### src/rtl/multi_cycle_controller.sv
// rtl/multi_cycle_controller.sv - multi-cycle RV32I control FSM with memory wait timeout and trap
// Optional retire counter port Instr_Retired is enabled by defining CTRL_RETIRE_CNT_EN.
module multi_cycle_controller #(
    parameter int WAIT_LIMIT = 0,
    parameter int CNT_W      = 32
) (
    input  logic             Clk,
    input  logic             Rst_N,
    input  logic [6:0]       Opcode,
    input  logic             Zero,
    input  logic             Mem_Ready,
    output logic             Mem_Req,
    output logic             Mem_Write,
    output logic             Adr_Src,
    output logic             Ir_Write,
    output logic             Pc_Write,
    output logic             Reg_Write,
    output logic [1:0]       Alu_Src_A,
    output logic [1:0]       Alu_Src_B,
    output logic [1:0]       Alu_Op,
    output logic [1:0]       Result_Src,
    output logic [1:0]       Imm_Src,
    output logic             Illegal,
    output logic             Bus_Err
`ifdef CTRL_RETIRE_CNT_EN
    ,
    output logic [CNT_W-1:0] Instr_Retired
`endif
);

    localparam logic [6:0] OP_LOAD   = 7'b0000011;
    localparam logic [6:0] OP_IALU   = 7'b0010011;
    localparam logic [6:0] OP_STORE  = 7'b0100011;
    localparam logic [6:0] OP_RTYPE  = 7'b0110011;
    localparam logic [6:0] OP_BRANCH = 7'b1100011;

    localparam int              WAIT_W    = (WAIT_LIMIT > 1) ? $clog2(WAIT_LIMIT + 1) : 1;
    localparam bit              TIMEOUT_EN = (WAIT_LIMIT > 0);
    localparam logic [WAIT_W-1:0] WAIT_LAST = TIMEOUT_EN ? WAIT_W'(WAIT_LIMIT - 1) : '0;

    typedef enum logic [3:0] {
        S_FETCH,
        S_DECODE,
        S_MEMADR,
        S_MEMREAD,
        S_MEMWB,
        S_MEMWRITE,
        S_EXECR,
        S_EXECI,
        S_ALUWB,
        S_BRANCH,
        S_TRAP
    } state_t;

    state_t            state_q, state_d;
    logic [WAIT_W-1:0] wait_q, wait_d;
    logic              illegal_q, illegal_d;
    logic              bus_err_q, bus_err_d;

    logic mem_req, mem_write, adr_src, ir_write, reg_write;
    logic pc_update, branch;
    logic wait_state;
    logic [1:0] alu_a, alu_b, alu_op, result_src;

    always_ff @(posedge Clk or negedge Rst_N) begin
        if (!Rst_N) begin
            state_q   <= S_FETCH;
            wait_q    <= '0;
            illegal_q <= 1'b0;
            bus_err_q <= 1'b0;
        end else begin
            state_q   <= state_d;
            wait_q    <= wait_d;
            illegal_q <= illegal_d;
            bus_err_q <= bus_err_d;
        end
    end

    always_comb begin
        state_d    = state_q;
        wait_d     = wait_q;
        illegal_d  = illegal_q;
        bus_err_d  = bus_err_q;
        mem_req    = 1'b0;
        mem_write  = 1'b0;
        adr_src    = 1'b0;
        ir_write   = 1'b0;
        pc_update  = 1'b0;
        branch     = 1'b0;
        reg_write  = 1'b0;
        wait_state = 1'b0;
        alu_a      = 2'b00;
        alu_b      = 2'b00;
        alu_op     = 2'b00;
        result_src = 2'b00;

        case (state_q)
            S_FETCH: begin
                mem_req    = 1'b1;
                alu_b      = 2'b10;
                result_src = 2'b10;
                wait_state = 1'b1;
                if (Mem_Ready) begin
                    ir_write  = 1'b1;
                    pc_update = 1'b1;
                    state_d   = S_DECODE;
                end
            end
            S_DECODE: begin
                // Old_PC + Imm: branch target is ready before BRANCH compares
                alu_a = 2'b01;
                alu_b = 2'b01;
                case (Opcode)
                    OP_LOAD, OP_STORE: state_d = S_MEMADR;
                    OP_RTYPE:          state_d = S_EXECR;
                    OP_IALU:           state_d = S_EXECI;
                    OP_BRANCH:         state_d = S_BRANCH;
                    default: begin
                        state_d   = S_TRAP;
                        illegal_d = 1'b1;
                    end
                endcase
            end
            S_MEMADR: begin
                alu_a   = 2'b10;
                alu_b   = 2'b01;
                state_d = (Opcode == OP_STORE) ? S_MEMWRITE : S_MEMREAD;
            end
            S_MEMREAD: begin
                mem_req    = 1'b1;
                adr_src    = 1'b1;
                wait_state = 1'b1;
                if (Mem_Ready) begin
                    state_d = S_MEMWB;
                end
            end
            S_MEMWB: begin
                reg_write  = 1'b1;
                result_src = 2'b01;
                state_d    = S_FETCH;
            end
            S_MEMWRITE: begin
                mem_req    = 1'b1;
                mem_write  = 1'b1;
                adr_src    = 1'b1;
                wait_state = 1'b1;
                if (Mem_Ready) begin
                    state_d = S_FETCH;
                end
            end
            S_EXECR: begin
                alu_a   = 2'b10;
                alu_op  = 2'b10;
                state_d = S_ALUWB;
            end
            S_EXECI: begin
                alu_a   = 2'b10;
                alu_b   = 2'b01;
                alu_op  = 2'b10;
                state_d = S_ALUWB;
            end
            S_ALUWB: begin
                reg_write = 1'b1;
                state_d   = S_FETCH;
            end
            S_BRANCH: begin
                alu_a   = 2'b10;
                alu_op  = 2'b01;
                branch  = 1'b1;
                state_d = S_FETCH;
            end
            S_TRAP: begin
                state_d = S_TRAP;
            end
            default: begin
                state_d = S_TRAP;
            end
        endcase

        // Ready on the last allowed cycle wins over the timeout
        if (wait_state && !Mem_Ready) begin
            if (TIMEOUT_EN && (wait_q == WAIT_LAST)) begin
                state_d   = S_TRAP;
                bus_err_d = 1'b1;
                wait_d    = '0;
            end else if (TIMEOUT_EN) begin
                wait_d = wait_q + 1'b1;
            end
        end else begin
            wait_d = '0;
        end
    end

    always_comb begin
        case (Opcode)
            OP_STORE:  Imm_Src = 2'b01;
            OP_BRANCH: Imm_Src = 2'b10;
            default:   Imm_Src = 2'b00;
        endcase
    end

    // Strobes are gated by Rst_N so an abandoned access drops without waiting for a clock
    assign Mem_Req    = mem_req & Rst_N;
    assign Mem_Write  = mem_write & Rst_N;
    assign Ir_Write   = ir_write & Rst_N;
    assign Reg_Write  = reg_write & Rst_N;
    assign Pc_Write   = (pc_update | (branch & Zero)) & Rst_N;
    assign Adr_Src    = adr_src;
    assign Alu_Src_A  = alu_a;
    assign Alu_Src_B  = alu_b;
    assign Alu_Op     = alu_op;
    assign Result_Src = result_src;
    assign Illegal    = illegal_q;
    assign Bus_Err    = bus_err_q;

`ifdef CTRL_RETIRE_CNT_EN
    logic [CNT_W-1:0] retired_q, retired_d;
    logic             retire;

    assign retire = (state_d == S_FETCH) &&
                    ((state_q == S_MEMWB) || (state_q == S_MEMWRITE) ||
                     (state_q == S_ALUWB) || (state_q == S_BRANCH));

    always_comb begin
        retired_d = retired_q;
        if (retire) begin
            retired_d = retired_q + 1'b1;
        end
    end

    always_ff @(posedge Clk or negedge Rst_N) begin
        if (!Rst_N) begin
            retired_q <= '0;
        end else begin
            retired_q <= retired_d;
        end
    end

    assign Instr_Retired = retired_q;
`endif

endmodule

### config.mk
export PLATFORM = sky130hd
export DESIGN_NAME = multi_cycle_controller
export DESIGN_NICKNAME = d
export VERILOG_FILES = /design/src/rtl/multi_cycle_controller.sv
export SDC_FILE = /design/constraint.sdc
export NUM_CORES = 1
export LEC_CHECK = 0
export ABC_AREA = 1
export CORE_MARGIN = 10
export CORE_UTILIZATION = 35
export CTS_BUF_LIST = sky130_fd_sc_hd__clkbuf_2
export DETAILED_ROUTE_END_ITERATION = 8
export PLACE_DENSITY = 0.85
export SLEW_MARGIN = 20
export SYNTH_ARGS = -nofsm -noshare
export SYNTH_HDL_FRONTEND = slang
export SYNTH_SLANG_ARGS = --single-unit
### constraint.sdc
create_clock -name Clk -period 1.2 [get_ports Clk]
set_input_delay 0.24 -clock Clk [delete_from_list [all_inputs] [get_ports Clk]]
set_output_delay 0.24 -clock Clk [all_outputs]
set_load 0.02 [all_outputs]
==> summary.txt, run 1 <==
Floorplanning
  – Die height: 58.5 um
  – Chip width: 58.5 um
  – I/O pin cnt: 29
  – Starting density of the core: 38.4%
  – Core Rows: 13

Synth
  – Post-synth top area cell: dfrtp_1
  – Mapped Avg Cell Area: 5.57 um2
  – Syn nets: 104
  – Post-synthesis instance area: 518 um2
  – Yosys warning count: 0
  – Seq cells post-synth: 5
  – Top post-synthesis cells by area: dfrtp_1 (24%), nand2_1 (20%), inv_1 (14%)
  – Synthesized instance count: 93
  – Sequential fraction of the synthesis area: 24.2%
  – Post-synth top area share: 24.2%
  – Yosys cell types: 18

Placed design
  – Pre-CTS WS: -0.797 ns
  – Gp weighted congestion: 0.852
  – Final HPWL DP: 2030 um
  – IO buf count: 27
  – Area after DPL: 0.00104 mm2

Clocking
  – Root Driver: clkbuf_2
  – CTS H-tree lvls: 1
  – Longest Clk Path Bufs: 2
  – Total CTS buffers: 3
  – Clk sink count: 5
  – CTS Hold Bufs: 0

STA
  – WEP type: top-level output
  – Worst EP post-GRT repair: Pc_Write

Global route
  – Largest net degree at the start of global routing: 6

Run status
  – Err: [ERROR DPL-0038] Utilization greater than 100%, impossible to legalize
  – Stop stage: 5_1_grt
  – Status: did not finish
-- cells in the mapped netlist, drive strengths merged --
cell type / number
a21oi: 3
buf: 1
conb: 1
dfrtp: 5
inv: 22
nand2: 30
nand3: 9
nand3b: 1
nand4: 1
nor2: 16
nor3: 1
o21ai: 2
o21bai: 1
-- metrics by stage --
step	hold slack [ns]	instances
floorplan	-0.0556	93
global placement	0.460	161
detailed placement	0.459	161
CTS	0.420	182
-- cell families after synthesis --
logic type | after synthesis | synth area share (%)
other | 1 | 0.724
buffers and inverters | 23 | 17.4
flip-flops | 5 | 24.2
AO/OA/AOI/OAI | 6 | 7.73
AND/OR/NAND/NOR | 58 | 50.0
-- repair_timing --
action | CTS
cloned | 0
pin swaps | 13
endpoints found under the hold margin | 0
resized for setup | 134
buffers inserted | 19
endpoints found under the setup margin | 22
==> run 2: changes to the inputs <==
Settings changed: CORE_AREA set to 10 10 71 73, CORE_MARGIN 10 to unset, CORE_UTILIZATION 35 to unset, CTS_BUF_LIST sky130_fd_sc_hd__clkbuf_2 to unset, DIE_AREA set to 0 0 81 83, PLACE_DENSITY 0.85 to unset, PLACE_DENSITY_LB_ADDON set to 0.15.
Clock period 1.2 ns to 1.6 ns, I/O delays scaled along.
==> summary.txt, run 2 <==
Power and ir drop
  – Pwr per Cell Area: 319 mW/mm2
  – P_leak: 0.770 nW
  – Worst VDD drop: 0.211 mV

Worst setup path
  – R2R depth: 7
  – Top cell family by delay on the critical path: flip-flops
  – Levels on crit path: 8
  – Critical path peak fanout: 5
  – Crit path top cell by count: nand2_2
  – Crit path DAT: 1.32 ns
  – Worst setup path endpoint: Mem_Req
  – Crit. Startpoint: state_q[1]$_DFFE_PN0P_
  – Req. time, crit path: 1.28 ns
  – R2R setup slack: 0.21 ns
  – Worst r2r src: state_q[1]$_DFFE_PN0P_
  – Crit path capture type: output pin
  – Buf+Inv Stages, Crit Path: 4
  – Reg2reg end: state_q[3]$_DFFE_PN0P_
  – Slowest CP cell: dfrtp_2
  – Max stage delay on crit path: 0.46 ns
  – Worst-path cell chain: buf_6 -> nand2_2 -> inv_2 -> nand2_2 -> nand3_2 -> nand2_1 -> inv_1 -> buf_4
  – Critical path type: reg2out
  – Crit path launch type: register

Synth
  – Synthesized instance count: 93
  – Largest family of logic cells by synthesized area: simple AND/OR/NAND/NOR gates
  – Post-synth top area cell: dfrtp_1
  – Ys flop type: dfrtp_1
  – Top post-synthesis cells by area: dfrtp_1 (24%), nand2_1 (20%), inv_1 (14%)
  – Post-synthesis instance area: 518 um2
  – Yosys warning count: 0
  – Adder-Cell Fraction of Synth Area: 0%
  – Synth Area in Compound Gates: 7.73%
  – Commonest cells in the netlist: nand2_1 (28), inv_1 (20), nor2_1 (13)
  – Seq cells post-synth: 5
  – Most common cell in the netlist: nand2_1
  – Post-synth EDFFs: 0
  – Post-Synth Simple-Gate Area: 50.0%
  – Mux contribution to synthesized area: 0%
  – Yosys cell types: 18
  – Async set-or-reset flop fraction in the synthesized netlist: 100%
  – Mapped Avg Cell Area: 5.57 um2
  – Sequential fraction of the synthesis area: 24.2%
  – Synth Area in XOR/XNOR: 0%
  – Syn nets: 104
  – Post-synth top area share: 24.2%

Clocking
  – CTS H-tree lvls: 1
  – Root Driver: clkbuf_8
  – Longest Clk Path Bufs: 2
  – Clk sink count: 5
  – Total CTS buffers: 3
  – CTS Hold Bufs: 0
  – Clock-pin slew on the worst setup and hold paths: 0.03 ns
  – CTS tree: built
  – Later-pin clock latency in the skew report: 0.22 ns

Finish
  – Most common cell after layout, fill and taps aside: buf_4
  – Share of layout cells above drive strength 1: 63.3%
  – Max reg flops: 4
  – Commonest cells after routing, fill and taps aside: buf_4 (47), nand2_1 (17), inv_1 (13), buf_6 (13), nand2_2 (12)
  – Area of the multi-input gates: 395 um2
  – # nets final: 181
  – # fillers: 404
  – Area growth syn-to-layout: 156%
  – Final instance area: 0.00133 mm2
  – Register area: 129 um2
  – Diode count: 0
  – Top reg by flops: state_q
  – Final core utilization: 36.5%

Floorplanning
  – Core box area: 0.00363 mm2
  – Die height: 83 um
  – Chip width: 81 um
  – Die area: 0.00672 mm2
  – Starting density of the core: 14.3%
  – Core Rows: 22
  – I/O pin cnt: 29

STA
  – Setup ws final: -0.0429 ns
  – Worst hold slack: 0.304 ns
  – Fmax: 609 MHz
  – Slew Limit Fails: 0
  – Final min period: 1.64 ns
  – Final hold vios: 0
  – RSZ-0062 raised after global routing: true
  – Worst Skew: 0.00238 ns
  – Final setup fails: 5
  – Setup TNS Final: -0.136 ns
  – Crit share post-route: 103%

Run status
  – Violated checks: setup timing
  – Status: complete, but fails checks

Drt
  – Routed WL: 2230 um
  – DR vias/cell: 3.77
  – Detailed Route Iter0 Violations: 28
  – Drt pass-1 iters: 2
  – Residual DRC: 0
  – Antenna Nets Post-Route: 0
  – WL/cell: 10.3 um
  – Via count: 818

Global route
  – First-pass GRT wire length: 3430 um
  – Largest net degree at the start of global routing: 6
  – Vias in the first global route: 783
  – Initial antenna violation count: 0
  – Global route overflow: 0
  – Total Routing Usage GR: 6.23%

Placed design
  – Gp weighted congestion: 0.803
  – IO buf count: 27
  – Pre-CTS WS: -0.581 ns
  – Final HPWL DP: 1790 um
  – Area after DPL: 0.00107 mm2

Worst hold path
  – Hold Path Class: in2async

Run
  – Max-Cap Viols: 0
-- run 2: where the power goes --
group | switching (mW) | total (mW) | internal, mW
registers | 0 | 0.127 | 0.127
logic | 0.0298 | 0.0686 | 0.0388
clock network | 0.0569 | 0.227 | 0.171
-- run 2: cells by family (layout without fill, tap and decap cells) --
group           count (synthesis)  count (layout)
simple gates                   58              58
other cells                     1               1
buf+inv                        23              99
compound gates                  6               6
flops                           5               5
-- run 2: how the worst min path moves through the flow --
| stage | startpoint | to | slack [ns] | cells after the start |
|---|---|---|---|---|
| 2_1_floorplan | Rst_N | Illegal$_DFFE_PN0P_ | 0.02 | 0 |
| 3_3_place_gp | Illegal$_DFFE_PN0P_ | Illegal$_DFFE_PN0P_ | 0.48 | 1 |
| 6_report | Rst_N | state_q[1]$_DFFE_PN0P_ | 0.30 | 2 |
| 3_5_place_dp | Illegal$_DFFE_PN0P_ | Illegal$_DFFE_PN0P_ | 0.47 | 1 |
| 5_1_grt | Rst_N | state_q[2]$_DFFE_PN0P_ | 0.35 | 2 |
| 4_1_cts | Rst_N | state_q[2]$_DFFE_PN0P_ | 0.31 | 2 |
-- run 2: routing by layer --
layer	part of all wire, %	vias up	track usage [%]
li1	-	429	-
met1	40	367	6.63
met2	54	18	11.0
met3	5.8	4	1.94
met4	0.54	0	2.35
met5	0	-	0
-- run 2: final cells by class --
type                            count  share of cell area [%]
Sequential cell                     5                    9.73
Timing Repair Buffer               73                    46.3
Multi-Input combinational cell     65                    29.8
Tap cell                           48                    4.53
Inverter                           22                    6.23
Clock buffer                        4                    3.40
-- run 2: repair_timing --
action / CTS / global route
gates resized for setup: 90 / 46
setup buffers: 11 / 6
pin swaps: 6 / 6
endpoints found under the setup margin: 16 / 15
gates cloned: 0 / 0
-- run 2: through the flow --
step	power, mW	cells
3_5_place_dp	0.195	197
5_1_grt	0.450	217
4_1_cts	0.429	212
6_report	0.423	217
2_1_floorplan	0.145	93
3_3_place_gp	0.194	197
(Power assumes the default switching activity.)
